## src/rtl/instr_encoder.sv

```systemverilog
// RV32I instruction encoder: packs a class plus fields into a 32-bit word behind a 2-entry FIFO.
// Optional macro ENC_RANGE_CHECK_EN flags immediates that do not fit their field as illegal.
module instr_encoder #(
    parameter int          CNT_W        = 16,
    parameter logic [31:0] ILLEGAL_WORD = 32'h0000_0013
) (
    input  logic             clk,
    input  logic             rst,
    input  logic             in_valid,
    output logic             in_ready,
    input  logic [3:0]       in_op,
    input  logic [2:0]       in_funct3,
    input  logic             in_funct7b5,
    input  logic [4:0]       in_rd,
    input  logic [4:0]       in_rs1,
    input  logic [4:0]       in_rs2,
    input  logic [31:0]      in_imm,
    output logic             out_valid,
    input  logic             out_ready,
    output logic [31:0]      out_instr,
    output logic             out_illegal,
    output logic [CNT_W-1:0] instr_count
);

    typedef enum logic [3:0] {
        OP_LOAD   = 4'd0,
        OP_STORE  = 4'd1,
        OP_OP     = 4'd2,
        OP_BRANCH = 4'd3,
        OP_OPIMM  = 4'd4,
        OP_JAL    = 4'd5,
        OP_JALR   = 4'd6,
        OP_LUI    = 4'd7,
        OP_AUIPC  = 4'd8
    } op_e;

    typedef struct packed {
        logic        illegal;
        logic [31:0] word;
    } entry_t;

    entry_t     enc;
    logic       range_bad;
    entry_t     mem [2];
    logic       rd_ptr;
    logic       wr_ptr;
    logic [1:0] occ;
    logic       push;
    logic       pop;

`ifdef ENC_RANGE_CHECK_EN
    logic i_fit;
    logic b_fit;
    logic j_fit;

    // A signed value fits an N-bit field when every bit above N-1 copies the sign.
    assign i_fit = (&in_imm[31:11]) | ~(|in_imm[31:11]);
    assign b_fit = ((&in_imm[31:12]) | ~(|in_imm[31:12])) & ~in_imm[0];
    assign j_fit = ((&in_imm[31:20]) | ~(|in_imm[31:20])) & ~in_imm[0];

    always_comb begin
        range_bad = 1'b0;
        case (in_op)
            OP_LOAD, OP_STORE, OP_OPIMM, OP_JALR: range_bad = ~i_fit;
            OP_BRANCH:                            range_bad = ~b_fit;
            OP_JAL:                               range_bad = ~j_fit;
            OP_LUI, OP_AUIPC:                     range_bad = |in_imm[11:0];
            default:                              range_bad = 1'b0;
        endcase
    end
`else
    assign range_bad = 1'b0;
`endif

    // NOTE: every output of a combinational block gets a default before the case, so no path leaves it unassigned and no latch is inferred.
    always_comb begin
        enc = '{illegal: 1'b0, word: 32'h0};
        case (in_op)
            OP_LOAD:   enc.word = {in_imm[11:0], in_rs1, in_funct3, in_rd, 7'b0000011};
            OP_OPIMM:  enc.word = {in_imm[11:0], in_rs1, in_funct3, in_rd, 7'b0010011};
            OP_JALR:   enc.word = {in_imm[11:0], in_rs1, 3'b000, in_rd, 7'b1100111};
            OP_STORE:  enc.word = {in_imm[11:5], in_rs2, in_rs1, in_funct3, in_imm[4:0], 7'b0100011};
            OP_OP:     enc.word = {1'b0, in_funct7b5, 5'b0, in_rs2, in_rs1, in_funct3, in_rd, 7'b0110011};
            OP_BRANCH: enc.word = {in_imm[12], in_imm[10:5], in_rs2, in_rs1, in_funct3,
                                   in_imm[4:1], in_imm[11], 7'b1100011};
            OP_JAL:    enc.word = {in_imm[20], in_imm[10:1], in_imm[11], in_imm[19:12], in_rd, 7'b1101111};
            OP_LUI:    enc.word = {in_imm[31:12], in_rd, 7'b0110111};
            OP_AUIPC:  enc.word = {in_imm[31:12], in_rd, 7'b0010111};
            default:   enc.illegal = 1'b1;
        endcase
        if (enc.illegal || range_bad) begin
            enc = '{illegal: 1'b1, word: ILLEGAL_WORD};
        end
    end

    // Ready depends only on registered occupancy, never on out_ready.
    assign in_ready    = (occ != 2'd2);
    assign out_valid   = (occ != 2'd0);
    assign push        = in_valid & in_ready;
    assign pop         = out_valid & out_ready;
    assign out_instr   = out_valid ? mem[rd_ptr].word : 32'h0;
    assign out_illegal = out_valid & mem[rd_ptr].illegal;

    // NOTE: state registers use non-blocking assignments so every flop samples pre-edge values regardless of block order.
    always_ff @(posedge clk or posedge rst) begin
        if (rst) begin
            occ         <= 2'd0;
            rd_ptr      <= 1'b0;
            wr_ptr      <= 1'b0;
            instr_count <= '0;
        end else begin
            if (push) begin
                wr_ptr <= ~wr_ptr;
            end
            if (pop) begin
                rd_ptr      <= ~rd_ptr;
                instr_count <= instr_count + CNT_W'(1);
            end
            if (push && !pop) begin
                occ <= occ + 2'd1;
            end else if (pop && !push) begin
                occ <= occ - 2'd1;
            end
        end
    end

    // NOTE: the storage array is not reset; occupancy gates out_valid and out_* so stale entries are never visible.
    always_ff @(posedge clk) begin
        if (push) begin
            mem[wr_ptr] <= enc;
        end
    end

endmodule
```

## config.mk

```make
export PLATFORM = sky130hd
export DESIGN_NAME = instr_encoder
export DESIGN_NICKNAME = d
export VERILOG_FILES = /design/src/rtl/instr_encoder.sv
export SDC_FILE = /design/constraint.sdc
export NUM_CORES = 1
export LEC_CHECK = 0
export ABC_AREA = 1
export CORE_UTILIZATION = 49
export DETAILED_ROUTE_END_ITERATION = 8
export GPL_TIMING_DRIVEN = 0
export HOLD_SLACK_MARGIN = 0.05
export PLACE_DENSITY_LB_ADDON = 0.25
export SLEW_MARGIN = 20
export SYNTH_ARGS = -nofsm -noshare
export SYNTH_HDL_FRONTEND = slang
export SYNTH_SLANG_ARGS = --single-unit
```

## constraint.sdc

```tcl
create_clock -name clk -period 2.95 [get_ports clk]
set_input_delay 0.7375 -clock clk [delete_from_list [all_inputs] [get_ports clk]]
set_output_delay 0.7375 -clock clk [all_outputs]
set_load 0.01 [all_outputs]
```

==> flow_summary.ini, run 1 <==
[setup_path]
setup.worst_path.end_class = primary output
required_ns = 2.21
critPathMaxFanout = 10
cp.arrival_ns = 2.10
startpoint_type = register
critPathKind = reg2out

[floorplan]
core.rowCount = 33
dieHeight_um = 93.8
fp.coreArea_sq_um = 8180
dieArea_sq_um = 8800
die_w_um = 93.8
start_util_pct = 50.5
io_pins = 110

[detailed_routing]
wl_per_cell_um = 14.1
antenna_left = 0
drtIter0Drc = 153
vias_per_cell = 5.13
wirelength_um = 9600
drc_errors = 0
routed-via-count = 3485
dr.pass1.iters = 5

[sta]
setup_ws_ns = 0.114
finalClockSkew_ns = 0.0102
slew_violations = 0
tightest_slew_ns = 0.762
min_period_over_period_pct = 96.1
maxSlewHeadroom_pct = 49.2
fin_crit_ns = 2.84
fin_tns_setup_ns = 0
rsz0062_at_grt = yes
setup_viol = 0
fmax_mhz = 353
hold_violations = 0

[yosys]
netlist_top_cells_area = edfxtp_1 (47%), nand2_1 (15%), dfrtp_1 (12%), a21oi_1 (4.2%), inv_1 (2.5%)
yosys_warnings = 0
ys_seq_elements = 84
syn_area_per_cell_sq_um = 9.28
syn_inst = 445
syn-cell-area_sq_um = 4130
synth_largest_area_cell = edfxtp_1
ys_seq_area_share_pct = 58.7
synth_top_area_share_pct = 46.5
ys_types = 33

[power]
ir_worst_vdd_mv = 0.373
power.density_nw_per_um2 = 811
power_mw = 4.56
p_leak_nw = 2.33

[global_route]
grt_usage_pct = 22.9
antenna_found_initial = 0
grt_max_degree = 22
grt_pass1_wl_um = 15300
grt_pass1_vias = 3287
grt_overflow_total = 0

[final_layout]
final_area_sq_um = 5630
nNetsFinal = 630
drive_above_1_share_pct = 10.8
num_antenna_cells = 0
area_growth_pct = 36.2

[clock_tree]
cts-root-buf = clkbuf_8
cts_tree = yes
cts_sinks = 84
ctsHoldBuffers = 0
cts_made_buffers = 9
clk_pin_slew_ns = 0.08
cts_max_level = 3
clock_latency_ns = 0.34
clk_path_buf_depth = 2

[place]
dp_hpwl_um = 7210
dp_slack_ns = 0.307
io_buffers = 108
place_congestion = 0.876
post_dp_cell_area_sq_um = 5420

[hold_path]
min_path_type = reg2reg

[status]
status = complete, no violations

[job]
cap_violations = 0
## synth_stat cells
cell,count
nand2_1,167
edfxtp_1,64
a21oi_1,35
inv_1,28
nor2_1,23
dfrtp_1,20
nand3_1,16
o21ai_1,15
o21ai_0,10
clkbuf_1,7
inv_2,7
xor2_1,7
nand4_1,6
buf_2,4
nor2_4,4
buf_4,3
nand2_2,3
nor2_2,3
xnor2_1,3
a22oi_2,2
buf_6,2
clkinv_1,2
ha_1,2
nand2_4,2
nand3_2,2
conb_1,1
inv_4,1
nand3b_1,1
nand4_4,1
nor2_8,1
nor3_1,1
nor3_2,1
o21ai_2,1
## layout make-up
cell class              count  area [sq um]
plain buffers              16           101
clock buffers              10           128
clock inverters             6          53.8
fillers                   662          2550
inverters                  38           145
multi-input cells         308          1490
flip-flops and latches     84          2420
well taps                 105           131
repair buffers            112          1150
## state kept, by name (all words and copies together), names as in the netlist
name and cells:
mem 64, instr_count 16, occ 2, rd_ptr 1
wr_ptr 1
## path summary, 6_finish.rpt
| path | startpoint | to | slack (ns) | depth (start not counted) |
|---|---|---|---|---|
| setup reg to reg | occ[0] | occ[1] | 1.26 | 8 |
| setup / recovery | rd_ptr | out_instr[1] | 0.11 | 6 |
| max in group asynchronous | rst | instr_count[6] | 1.64 | 2 |
| hold reg to reg | instr_count[15] | instr_count[15] | 0.50 | 2 |
| min in group asynchronous | rst | wr_ptr | 0.82 | 2 |
| hold / removal | instr_count[15] | instr_count[15] | 0.50 | 2 |
## report_power, final
group | internal, mW | leakage [nW] | switching [mW]
clock network | 0.384 | 0.0908 | 0.390
registers | 1.60 | 0.866 | 0.124
logic | 0.984 | 1.37 | 1.07
## critical path, stage by stage (launching register included)
cell and delay, ns:
dfrtp_1 0.33, clkbuf_1 0.27, buf_2 0.28, nand2_1 0.09
a21oi_2 0.16, buf_4 0.12, clkdlybuf4s50_1 0.52
## kinds of logic after synthesis
family | share of synthesized area [%]
AO/OA/AOI/OAI | 8.09
flip-flops | 58.7
AND/OR/NAND/NOR | 24.7
other | 0.0908
buffers and inverters | 5.73
adder cells (fa/ha/maj) | 0.606
XOR/XNOR | 2.12
## metal layers
| metal | global-route usage (%) | up-vias | wire length [um] |
|---|---|---|---|
| li1 | - | 1716 | - |
| met1 | 29.6 | 1634 | 4050 |
| met2 | 38.9 | 121 | 4800 |
| met3 | 3.16 | 14 | 568 |
| met4 | 8.97 | 0 | 185 |
| met5 | 0 | - | 0 |
## layout by cell type (no fill, tap or decap), types with 3 or more instances in the layout
cell type	instances
dfrtp_1	20
nand2_2	3
nand2_1	167
nor2_4	6
inv_2	8
nand4_1	6
nand3_1	16
clkbuf_2	5
edfxtp_1	64
buf_4	6
nor2_2	3
clkbuf_8	9
nor2_1	21
clkdlybuf4s50_1	108
xor2_1	7
clkinv_1	5
o21ai_1	15
xnor2_1	3
a21oi_1	34
o21ai_0	10
inv_1	28
buf_2	4
## repair_timing
item / CTS / global route
pin swaps: 0 / 0
resized for setup: 4 / 9
setup endpoints to repair: 12 / 14
buffers inserted: 0 / 2
## per-stage QoR
| stage | hold slack [ns] | utilization [%] | instances |
|---|---|---|---|
| 3_3_place_gp | 0.475 | 65.4 | 659 |
| 2_1_floorplan | 0.486 | - | 446 |
| 3_5_place_dp | 0.486 | 66.2 | 661 |
| 5_1_grt | 0.540 | 68.8 | 679 |
| 6_report | 0.503 | 68.8 | 679 |
| 4_1_cts | 0.505 | 68.5 | 677 |
No activity file was read; power rests on OpenSTA's default activity.
==> run 2: changes to the inputs <==
- CORE_ASPECT_RATIO: unset -> 1.75
==> run 2 against run 1 <==
  * The flow now finishes with violations (DRC)
  * Sequential share of layout area is 0.84 points lower
  * Clock-buffer cell count down 1
  * Largest cell class unchanged
  * Clock power grew 59%
  * Global-route usage up 0.43 points
  * Non-clock buffer count shrank 2
  * Flip-flop and latch count is the same
  * Sequential power about the same
  * Register-to-register slack better by 0.02 ns
  * Hold slack gained 0.00062 ns
  * Die area grew 0.17%
==> flow_summary.ini, run 2 (synthesis results as in run 1) <==
[status]
status = complete, but fails checks
violations = DRC

[detailed_routing]
antenna_left = 0
vias_per_cell = 5.21
wl_per_cell_um = 14.6
drc_errors = 4
wirelength_um = 9690
drtIter0Drc = 191
routed-via-count = 3457
dr.pass1.iters = 7

[clock_tree]
cts-root-buf = clkbuf_16
cts_tree = yes
post_cts_buffers = 0
clock_latency_ns = 0.33
cts_max_level = 3
cts_made_buffers = 9
clk_path_buf_depth = 2
cts_sinks = 84
ctsHoldBuffers = 0
clk_pin_slew_ns = 0.06

[setup_path]
cp.arrival_ns = 2.10
r2r_cells = 8
cp.buffers_inverters = 4
cp_top_family = buffers and inverters
worstPathCellList = clkbuf_1 -> inv_2 -> clkbuf_2 -> nand2_1 -> a21oi_1 -> clkdlybuf4s50_1
setup.worst_path.end_class = primary output
startpoint_type = register
cp.depth = 6
crit_path_max_incr_delay_ns = 0.57
r2r-start = occ[0]
critPathMaxFanout = 10
crit_start = rd_ptr
crit_slowest_cell = clkdlybuf4s50_1
required_ns = 2.21
r2r_slack_ns = 1.28
critPathKind = reg2out

[hold_path]
whs_path_depth = 1
min_path_type = reg2reg
hp-start = instr_count[3]

[sta]
fmax_mhz = 352
fin_crit_ns = 2.84
min_period_over_period_pct = 96.2
rsz0062_at_grt = no
finalClockSkew_ns = 0.00313
slew_violations = 0
hold_violations = 0
maxSlewHeadroom_pct = 45.8
setup_viol = 0
fin_tns_setup_ns = 0
tightest_slew_ns = 0.811

[final_layout]
nNetsFinal = 628
largest_reg_flops = 64
final_common_cell = nand2_1
top_register = mem
drive_above_1_share_pct = 11.0
area_growth_pct = 38.9
reg.largest.list = mem x64, instr_count x16, occ x2
num_antenna_cells = 0
utilization_pct = 69.5
final_cell_mix = nand2_1 (167), clkdlybuf4s50_1 (108), edfxtp_1 (64)
fillers = 647

[power]
p_leak_nw = 2.39
ir_worst_vdd_mv = 0.476
power.density_nw_per_um2 = 874

[global_route]
grt_overflow_total = 0
grt_pass1_vias = 3362
grt_max_degree = 28
grt_usage_pct = 23.3
antenna_found_initial = 0
grt_pass1_wl_um = 15500

[floorplan]
die_w_um = 71.4
start_util_pct = 50.0
io_pins = 110
fp.coreArea_sq_um = 8260
core.rowCount = 44
dieArea_sq_um = 8810
dieHeight_um = 123

[job]
cap_violations = 0

[place]
io_buffers = 108
place_congestion = 0.939
dp_hpwl_um = 7440
==> run 2: cell types whose count changed in the layout (fill, tap and decap cells not counted), sizes merged <==
cell	before	now
buf	14	9
bufinv	1	3
clkbuf	16	18
clkinv	5	4
inv	38	37
==> run 2: path summary, 6_finish.rpt <==
kind	end
min in group asynchronous	instr_count[15]
min	instr_count[3]
max	out_instr[12]
min reg2reg	instr_count[3]
max in group asynchronous	instr_count[0]
max reg2reg	occ[1]
==> run 2: repair_timing <==
item / CTS / global route
endpoints found under the setup margin: 19 / 21
gates cloned: 0 / 0
pin swaps: 0 / 0
resized for setup: 4 / 8
==> run 2: routing by layer <==
layer / track usage, % / up-vias / part of all wire (%)
met4: 11.4 / 0 / 2.1
met3: 3.59 / 14 / 4.4
met5: 0 / - / 0
li1: - / 1707 / -
met2: 44.8 / 111 / 57
met1: 24.2 / 1625 / 37
==> run 2: cell type report <==
type                       count  area, sq um  share of cell area [%]
buffer                        16          104                    1.81
clock buffer                   9          225                    3.93
clock inverter                 6          104                    1.81
inverter                      38          145                    2.53
multi-input combinational    308         1490                    26.0
sequential                    84         2420                    42.2
tap                           92          115                    2.01
timing repair buffer         110         1130                    19.7
==> run 2: where the power goes <==
group / total [mW] / internal [mW] / switching, mW
registers: 1.73 / 1.61 / 0.124
clock network: 1.23 / 0.816 / 0.418
logic: 2.05 / 0.964 / 1.09
total: 5.01 / 3.39 / 1.63
==> run 2: metrics by stage <==
step	power (mW)	worst slack (ns)	instance area, sq um	hold WS (ns)	cells
floorplan	2.71	0.325	4130	0.486	446
global placement	3.69	-0.849	5330	0.489	646
detailed placement	3.80	0.276	5390	0.500	648
CTS	5.05	0.0368	5730	0.512	663
global route	5.29	0.00214	5740	0.534	663
finish	5.01	0.112	5740	0.504	663
